`src/rtl/wb_port_arbiter_if.sv`:
```
// Write-port arbiter bus: pipe writeback request, long-latency push, RF write.
// slave = arbiter side, master = pipeline / long source / register file side.
interface wb_port_arbiter_if #(
  parameter int SIMD_DATA_WIDTH = 128,
  parameter int DATA_WIDTH      = 32,
  parameter int REG_ADDR_WIDTH  = 5
);
  logic                       Pipe_WbEn;
  logic                       Pipe_WbSel;
  logic [SIMD_DATA_WIDTH-1:0] Pipe_AluData;
  logic [DATA_WIDTH-1:0]      Pipe_DataRd;
  logic [REG_ADDR_WIDTH-1:0]  Pipe_Rd;
  logic                       Wb_Stall;
  logic                       Long_Valid;
  logic [REG_ADDR_WIDTH-1:0]  Long_Rd;
  logic [DATA_WIDTH-1:0]      Long_Data;
  logic                       Long_Ready;
  logic                       Reg_WrtEn;
  logic [REG_ADDR_WIDTH-1:0]  Reg_WrtAddr;
  logic [SIMD_DATA_WIDTH-1:0] Reg_WrtData;

  modport slave (
    input  Pipe_WbEn, Pipe_WbSel, Pipe_AluData,
    input  Pipe_DataRd, Pipe_Rd,
    input  Long_Valid, Long_Rd, Long_Data,
    output Wb_Stall, Long_Ready,
    output Reg_WrtEn, Reg_WrtAddr, Reg_WrtData
  );

  modport master (
    output Pipe_WbEn, Pipe_WbSel, Pipe_AluData,
    output Pipe_DataRd, Pipe_Rd,
    output Long_Valid, Long_Rd, Long_Data,
    input  Wb_Stall, Long_Ready,
    input  Reg_WrtEn, Reg_WrtAddr, Reg_WrtData
  );
endinterface

```
`src/rtl/wb_port_arbiter.sv`:
```
// Shares the single RF write port between MemWb writeback and a buffered
// long-latency result FIFO. Ports: clk, rst_n (sync, active-low), bus (slave).
`ifndef WB_ALU
`define WB_ALU 1'b1
`endif

module wb_port_arbiter #(
  parameter int SIMD_DATA_WIDTH = 128,
  parameter int DATA_WIDTH      = 32,
  parameter int REG_ADDR_WIDTH  = 5,
  parameter int FIFO_DEPTH      = 2,
  parameter int MAX_WAIT        = 4
) (
  input logic           clk,
  input logic           rst_n,
  wb_port_arbiter_if.slave bus
);
  localparam int AW = $clog2(FIFO_DEPTH);
  localparam int CW = AW + 1;
  localparam int WW = $clog2(MAX_WAIT + 1);

  logic [REG_ADDR_WIDTH-1:0] fifo_rd   [FIFO_DEPTH];
  logic [DATA_WIDTH-1:0]     fifo_data [FIFO_DEPTH];
  logic [AW-1:0]             rd_ptr;
  logic [AW-1:0]             wr_ptr;
  logic [CW-1:0]             count;
  logic [WW-1:0]             wait_cnt;

  logic pipe_req;
  logic empty;
  logic full;
  logic conflict;
  logic grant_fifo;
  logic grant_pipe;
  logic push;

  assign pipe_req = bus.Pipe_WbEn & (|bus.Pipe_Rd);
  assign empty    = (count == '0);
  assign full     = (count == CW'(FIFO_DEPTH));

  always_comb begin
    conflict = 1'b0;
    for (int i = 0; i < FIFO_DEPTH; i++) begin
      if ((CW'(i) < count) &&
          (fifo_rd[rd_ptr + AW'(i)] == bus.Pipe_Rd))
        conflict = 1'b1;
    end
  end

  // Forced grant (full / starved / hazard) or idle slot goes to the FIFO.
  assign grant_fifo = !empty &
    (full | (wait_cnt >= WW'(MAX_WAIT)) |
     (pipe_req & conflict) | !pipe_req);
  assign grant_pipe = pipe_req & !grant_fifo;

  assign bus.Wb_Stall   = rst_n & pipe_req & grant_fifo;
  assign bus.Long_Ready = rst_n & !full;

  assign push = bus.Long_Valid & bus.Long_Ready & (|bus.Long_Rd);

  always_ff @(posedge clk) begin
    if (!rst_n) begin
      rd_ptr          <= '0;
      wr_ptr          <= '0;
      count           <= '0;
      wait_cnt        <= '0;
      bus.Reg_WrtEn   <= 1'b0;
      bus.Reg_WrtAddr <= '0;
      bus.Reg_WrtData <= '0;
    end else begin
      bus.Reg_WrtEn <= grant_fifo | grant_pipe;
      if (grant_fifo) begin
        bus.Reg_WrtAddr <= fifo_rd[rd_ptr];
        bus.Reg_WrtData <= SIMD_DATA_WIDTH'(fifo_data[rd_ptr]);
      end else if (grant_pipe) begin
        bus.Reg_WrtAddr <= bus.Pipe_Rd;
        if (bus.Pipe_WbSel == `WB_ALU)
          bus.Reg_WrtData <= bus.Pipe_AluData;
        else
          bus.Reg_WrtData <= SIMD_DATA_WIDTH'(bus.Pipe_DataRd);
      end

      if (push) begin
        fifo_rd[wr_ptr]   <= bus.Long_Rd;
        fifo_data[wr_ptr] <= bus.Long_Data;
        wr_ptr            <= wr_ptr + 1'b1;
      end
      if (grant_fifo)
        rd_ptr <= rd_ptr + 1'b1;
      count <= count + CW'(push) - CW'(grant_fifo);

      if (empty || grant_fifo)
        wait_cnt <= '0;
      else if (wait_cnt < WW'(MAX_WAIT))
        wait_cnt <= wait_cnt + 1'b1;
    end
  end
endmodule

```
`src/flat_wrapper.sv`:
```
// flat-port wrapper written by rule: the top's interface ports become plain ports
module wb_port_arbiter_flat 
#(
  parameter int SIMD_DATA_WIDTH = 128,
  parameter int DATA_WIDTH      = 32,
  parameter int REG_ADDR_WIDTH  = 5,
  parameter int FIFO_DEPTH      = 2,
  parameter int MAX_WAIT        = 4
)
  (clk, rst_n, bus_Pipe_WbEn, bus_Pipe_WbSel, bus_Pipe_AluData, bus_Pipe_DataRd, bus_Pipe_Rd, bus_Long_Valid, bus_Long_Rd, bus_Long_Data, bus_Wb_Stall, bus_Long_Ready, bus_Reg_WrtEn, bus_Reg_WrtAddr, bus_Reg_WrtData);
  wb_port_arbiter_if #(.SIMD_DATA_WIDTH(SIMD_DATA_WIDTH), .DATA_WIDTH(DATA_WIDTH), .REG_ADDR_WIDTH(REG_ADDR_WIDTH)) bus_i ();
  input logic clk;
  input logic rst_n;
  input wire logic [$bits(bus_i.Pipe_WbEn)-1:0] bus_Pipe_WbEn;
  input wire logic [$bits(bus_i.Pipe_WbSel)-1:0] bus_Pipe_WbSel;
  input wire logic [$bits(bus_i.Pipe_AluData)-1:0] bus_Pipe_AluData;
  input wire logic [$bits(bus_i.Pipe_DataRd)-1:0] bus_Pipe_DataRd;
  input wire logic [$bits(bus_i.Pipe_Rd)-1:0] bus_Pipe_Rd;
  input wire logic [$bits(bus_i.Long_Valid)-1:0] bus_Long_Valid;
  input wire logic [$bits(bus_i.Long_Rd)-1:0] bus_Long_Rd;
  input wire logic [$bits(bus_i.Long_Data)-1:0] bus_Long_Data;
  output wire logic [$bits(bus_i.Wb_Stall)-1:0] bus_Wb_Stall;
  output wire logic [$bits(bus_i.Long_Ready)-1:0] bus_Long_Ready;
  output wire logic [$bits(bus_i.Reg_WrtEn)-1:0] bus_Reg_WrtEn;
  output wire logic [$bits(bus_i.Reg_WrtAddr)-1:0] bus_Reg_WrtAddr;
  output wire logic [$bits(bus_i.Reg_WrtData)-1:0] bus_Reg_WrtData;
  assign bus_i.Pipe_WbEn = bus_Pipe_WbEn;
  assign bus_i.Pipe_WbSel = bus_Pipe_WbSel;
  assign bus_i.Pipe_AluData = bus_Pipe_AluData;
  assign bus_i.Pipe_DataRd = bus_Pipe_DataRd;
  assign bus_i.Pipe_Rd = bus_Pipe_Rd;
  assign bus_i.Long_Valid = bus_Long_Valid;
  assign bus_i.Long_Rd = bus_Long_Rd;
  assign bus_i.Long_Data = bus_Long_Data;
  assign bus_Wb_Stall = bus_i.Wb_Stall;
  assign bus_Long_Ready = bus_i.Long_Ready;
  assign bus_Reg_WrtEn = bus_i.Reg_WrtEn;
  assign bus_Reg_WrtAddr = bus_i.Reg_WrtAddr;
  assign bus_Reg_WrtData = bus_i.Reg_WrtData;
  wb_port_arbiter #(.SIMD_DATA_WIDTH(SIMD_DATA_WIDTH), .DATA_WIDTH(DATA_WIDTH), .REG_ADDR_WIDTH(REG_ADDR_WIDTH), .FIFO_DEPTH(FIFO_DEPTH), .MAX_WAIT(MAX_WAIT)) u_core (.clk(clk), .rst_n(rst_n), .bus(bus_i));
endmodule
```
`config.mk`:
```
export PLATFORM = sky130hd
export DESIGN_NAME = wb_port_arbiter_flat
export DESIGN_NICKNAME = d
export VERILOG_FILES = /design/src/rtl/wb_port_arbiter_if.sv /design/src/rtl/wb_port_arbiter.sv /design/src/flat_wrapper.sv
export SDC_FILE = /design/constraint.sdc
export NUM_CORES = 1
export LEC_CHECK = 0
export ABC_AREA = 1
export BUFFER_PORTS_ARGS = -buffer_cell sky130_fd_sc_hd__buf_2
export CAP_MARGIN = 0
export CELL_PAD_IN_SITES_DETAIL_PLACEMENT = 1
export CELL_PAD_IN_SITES_GLOBAL_PLACEMENT = 1
export CORE_ASPECT_RATIO = 1.5
export CORE_UTILIZATION = 30
export DETAILED_ROUTE_END_ITERATION = 10
export GPL_ROUTABILITY_DRIVEN = 0
export PLACE_DENSITY_LB_ADDON = 0.1
export SETUP_SLACK_MARGIN = 0.15
export SYNTH_ARGS = -nofsm -noshare
export SYNTH_HDL_FRONTEND = slang
export SYNTH_SLANG_ARGS = --single-unit
```
`constraint.sdc`:
```
create_clock -name clk -period 4.2 [get_ports clk]
set_input_delay 0.84 -clock clk [delete_from_list [all_inputs] [get_ports clk]]
set_output_delay 0.84 -clock clk [all_outputs]
set_load 0.02 [all_outputs]
```
==> results by group <==
Drt
  – Number of vias after detailed routing: 9302
  – Wire length reported by the detailed router: 31900 µm
  – Vias per cell: 4.51
  – Count of TritonRoute iterations in the first routing pass: 4
  – Final antenna-violating net count: 0
  – Wire per inst: 15.5 µm
  – Drt initial violations: 299
  – Drc violations: 0

Cells and area
  – Area overhead of the layout relative to synthesis: 30.2%
  – Finished layout cell area: 12500 µm²
  – Fraction of final layout cells with drive strength greater than 1: 0.249
  – Final core utilization: 0.399
  – Most frequent standard cell in the layout excluding fill and tap cells: sky130_fd_sc_hd__nand2_1
  – Final non-filler cell total: 2061
  – Fillers: 3989
  – Number of nets in the final layout: 1843
  – Commonest non-fill, non-tap cells in the layout: sky130_fd_sc_hd__nand2_1, sky130_fd_sc_hd__buf_2, sky130_fd_sc_hd__nor2_1

Clock network
  – Clock-pin slew on the worst setup and hold paths: 60 ps
  – Worst-Skew Late Latency: 520 ps
  – Number of H-tree branching levels: 1
  – CTS tree: done
  – Total clock buffers created by CTS: 24
  – Cts-stage hold buffer count: 0
  – # clock sinks: 216
  – Setup bufs post-CTS: 0
  – Root buffer cell: sky130_fd_sc_hd__clkbuf_16
  – Maximum buffer depth of the clock tree: 3
  – Gates resized, CTS repair: 0

STA
  – Fin Setup TNS: 0 ps
  – Min Hold Slack: 460 ps
  – Worst-case clock skew: 12.8 ps
  – Final worst-path cycle share: 0.796
  – Worst Tran Pin Value: 1030 ps
  – Final number of hold-violating endpoints: 0
  – Setup-failing EPs final: 0
  – Pins over their slew limit: 0
  – Post-route worst setup slack: 856 ps
  – Post-layout min period: 3340 ps
  – Unrepaired setup endpoints after global routing: false
  – Worst max-slew margin expressed relative to the limit: 0.310
  – Max Clock Freq: 299 MHz

Floorplanning
  – Die Area: 32600 µm²
  – Width of the die: 148 µm
  – Number of I/O pins: 343
  – Initial Utilization: 0.306
  – Height of the die: 221 µm
  – Core area: 31200 µm²
  – Std-Cell Rows: 79

Min path
  – HP Start: u_core.bus.Reg_WrtData[110]
  – Number of cells on the worst hold path: 2
  – Worst hold path type: flop to flop
  – Hold Crit Endpoint: u_core.bus.Reg_WrtData[110]

Worst setup path
  – WS Path Type: flop to output pin
  – Setup slack, reg-to-reg: 1420 ps
  – Type of destination of the critical path: output pin
  – Worst path arrival time: 2500 ps
  – Critical register-to-register path endpoint: u_core.count[1]
  – Maximum fanout along the worst path: 37
  – Worst endpoint required time: 3360 ps
  – Depth of the worst register-to-register path: 14
  – Critical Path Start Type: flop

Power and ir drop
  – Net switching power: 1.47 mW
  – Total power draw: 5.38 mW
  – Leakage component of the power: 6.44 nW
  – Fraction of power consumed by sequential logic: 0.437
  – Logic pwr share: 0.159
  – PD cells: 432 nW/µm²
  – Switching part of the total power: 0.274
  – Internal portion of total power: 3.91 mW
  – Peak supply drop: 0.318 mV
  – Share of power burned in the clock network: 0.405

Global routing
  – First-pass GRT wire length: 49300 µm
  – Overall fraction of global-route tracks in use: 0.193
  – Number of global-route vias before repair: 9412
  – Overall overflow remaining after global route: 0
  – Maximum number of pins on one net before global-route repair: 78
  – Initial antenna violation count: 6

Placed design
  – Post-detailed-placement half-perimeter wirelength: 22600 µm
  – DP Worst Slack: 1160 ps
  – Placed cell count: 2013
  – Instance area at placement: 11600 µm²
  – Number of buffers added on ports: 342

Flow run
  – Maximum capacitance violations: 0

Synthesis
  – Synth Register Bits: 216
  – Number of nets produced by synthesis: 1536
  – Sequential area share after synthesis: 0.530
  – Netlist Area Pre-Place: 9560 µm²
  – Total of warnings raised by yosys: 0
  – Number of unique standard cell types used by synthesis: 24
  – Avg Inst Size Synth: 7.21 µm²
  – Synth Instances: 1327

Run status
  – Result of the run: completed
-- worst max-delay path, stage by stage (launching register included) --
cell and delay, ps:
sky130_fd_sc_hd__dfxtp_1 320, sky130_fd_sc_hd__inv_2 520, sky130_fd_sc_hd__nand2_1 150, sky130_fd_sc_hd__nand3_1 110, sky130_fd_sc_hd__nand2_1 50, sky130_fd_sc_hd__nor2_1 110, sky130_fd_sc_hd__nand3_1 120, sky130_fd_sc_hd__nand3_2 110
sky130_fd_sc_hd__nand2_4 50, sky130_fd_sc_hd__inv_2 120, sky130_fd_sc_hd__nand3_1 80, sky130_fd_sc_hd__inv_1 70, sky130_fd_sc_hd__buf_2 170
-- routing by layer --
| metal | GRT usage | vias to the layer above | routed length [µm] |
|---|---|---|---|
| met2 | 0.357 | 240 | 16600 |
| met3 | 0.0551 | 41 | 2350 |
| li1 | - | 4707 | - |
| met5 | 0 | - | 34 |
| met1 | 0.210 | 4308 | 12300 |
| met4 | 0.0625 | 6 | 632 |
-- cell usage after synthesis --
library cell,number,share of area
sky130_fd_sc_hd__nand2_1,609,0.24
sky130_fd_sc_hd__nor2_1,214,0.084
sky130_fd_sc_hd__dfxtp_1,142,0.30
sky130_fd_sc_hd__nand3_1,98,0.051
sky130_fd_sc_hd__edfxtp_1,74,0.23
sky130_fd_sc_hd__inv_1,57,0.022
sky130_fd_sc_hd__clkbuf_1,44,0.017
sky130_fd_sc_hd__a21oi_1,35,0.018
sky130_fd_sc_hd__buf_2,19,0.0099
sky130_fd_sc_hd__buf_4,8,0.0063
sky130_fd_sc_hd__buf_6,6,0.0071
sky130_fd_sc_hd__inv_2,4,0.0016
sky130_fd_sc_hd__buf_1,2,0.00079
sky130_fd_sc_hd__ha_1,2,0.0026
sky130_fd_sc_hd__nor2_4,2,0.0024
sky130_fd_sc_hd__nor3_1,2,0.0010
sky130_fd_sc_hd__o21ai_0,2,0.0010
sky130_fd_sc_hd__clkinv_1,1,0.00039
sky130_fd_sc_hd__nand2_4,1,0.0012
sky130_fd_sc_hd__nand3_2,1,0.0010
sky130_fd_sc_hd__nor3b_1,1,0.00079
sky130_fd_sc_hd__o21ai_1,1,0.00052
sky130_fd_sc_hd__or2_2,1,0.00065
sky130_fd_sc_hd__xor2_1,1,0.00092
-- how the worst max path moves through the flow --
stage,startpoint,endpoint,slack (ps),cells past startpoint
2_1_floorplan,rst_n,u_core.fifo_data[1][0],500,6
5_1_grt,flop,bus_Wb_Stall,590,12
3_3_place_gp,bus_Pipe_Rd[2],bus_Wb_Stall,1200,11
6_report,flop,bus_Wb_Stall,860,12
3_5_place_dp,bus_Pipe_Rd[2],bus_Wb_Stall,1160,11
4_1_cts,flop,bus_Wb_Stall,740,12
-- area by class of cell --
type	instances	area, µm²	share of cell area
sequential	216	5060	0.407
antenna	4	10.0	0.000804
inverter	62	235	0.0189
timing repair buffer	360	1920	0.154
clock inverter	14	148	0.0119
multi-input combinational	970	3890	0.313
tap	405	507	0.0407
clock buffer	30	674	0.0541
-- flip-flops by register name (all words and copies together), names as in the netlist, named ones only --
register,count
u_core.fifo_data,64
u_core.wait_cnt,3
u_core.fifo_rd,10
u_core.count,2
u_core.bus.Reg_WrtData,128
u_core.wr_ptr,1
u_core.bus.Reg_WrtAddr,5
u_core.bus.Reg_WrtEn,1
u_core.rd_ptr,1
-- power by group through the flow --
stage / Combinational (mW) / Sequential, mW / Clock, mW
after floorplan: 0.402 / 2.51 / 0
after global placement: 0.859 / 2.39 / 0
after detailed placement: 0.873 / 2.40 / 0
after CTS: 0.875 / 2.35 / 2.25
after global routing: 0.961 / 2.36 / 2.33
final: 0.853 / 2.35 / 2.18
-- logic make-up (layout without fill, tap and decap cells) --
group	Yosys count	in the layout	share of synthesized area
fa+ha+maj	2	2	0.00262
compound gates	38	38	0.0199
xor+xnor	1	1	0.000916
buf+inv	141	466	0.0657
other cells	0	4	0
simple gates	929	929	0.381
flops	216	216	0.530
Note: power is estimated with default switching activity, not from simulation.
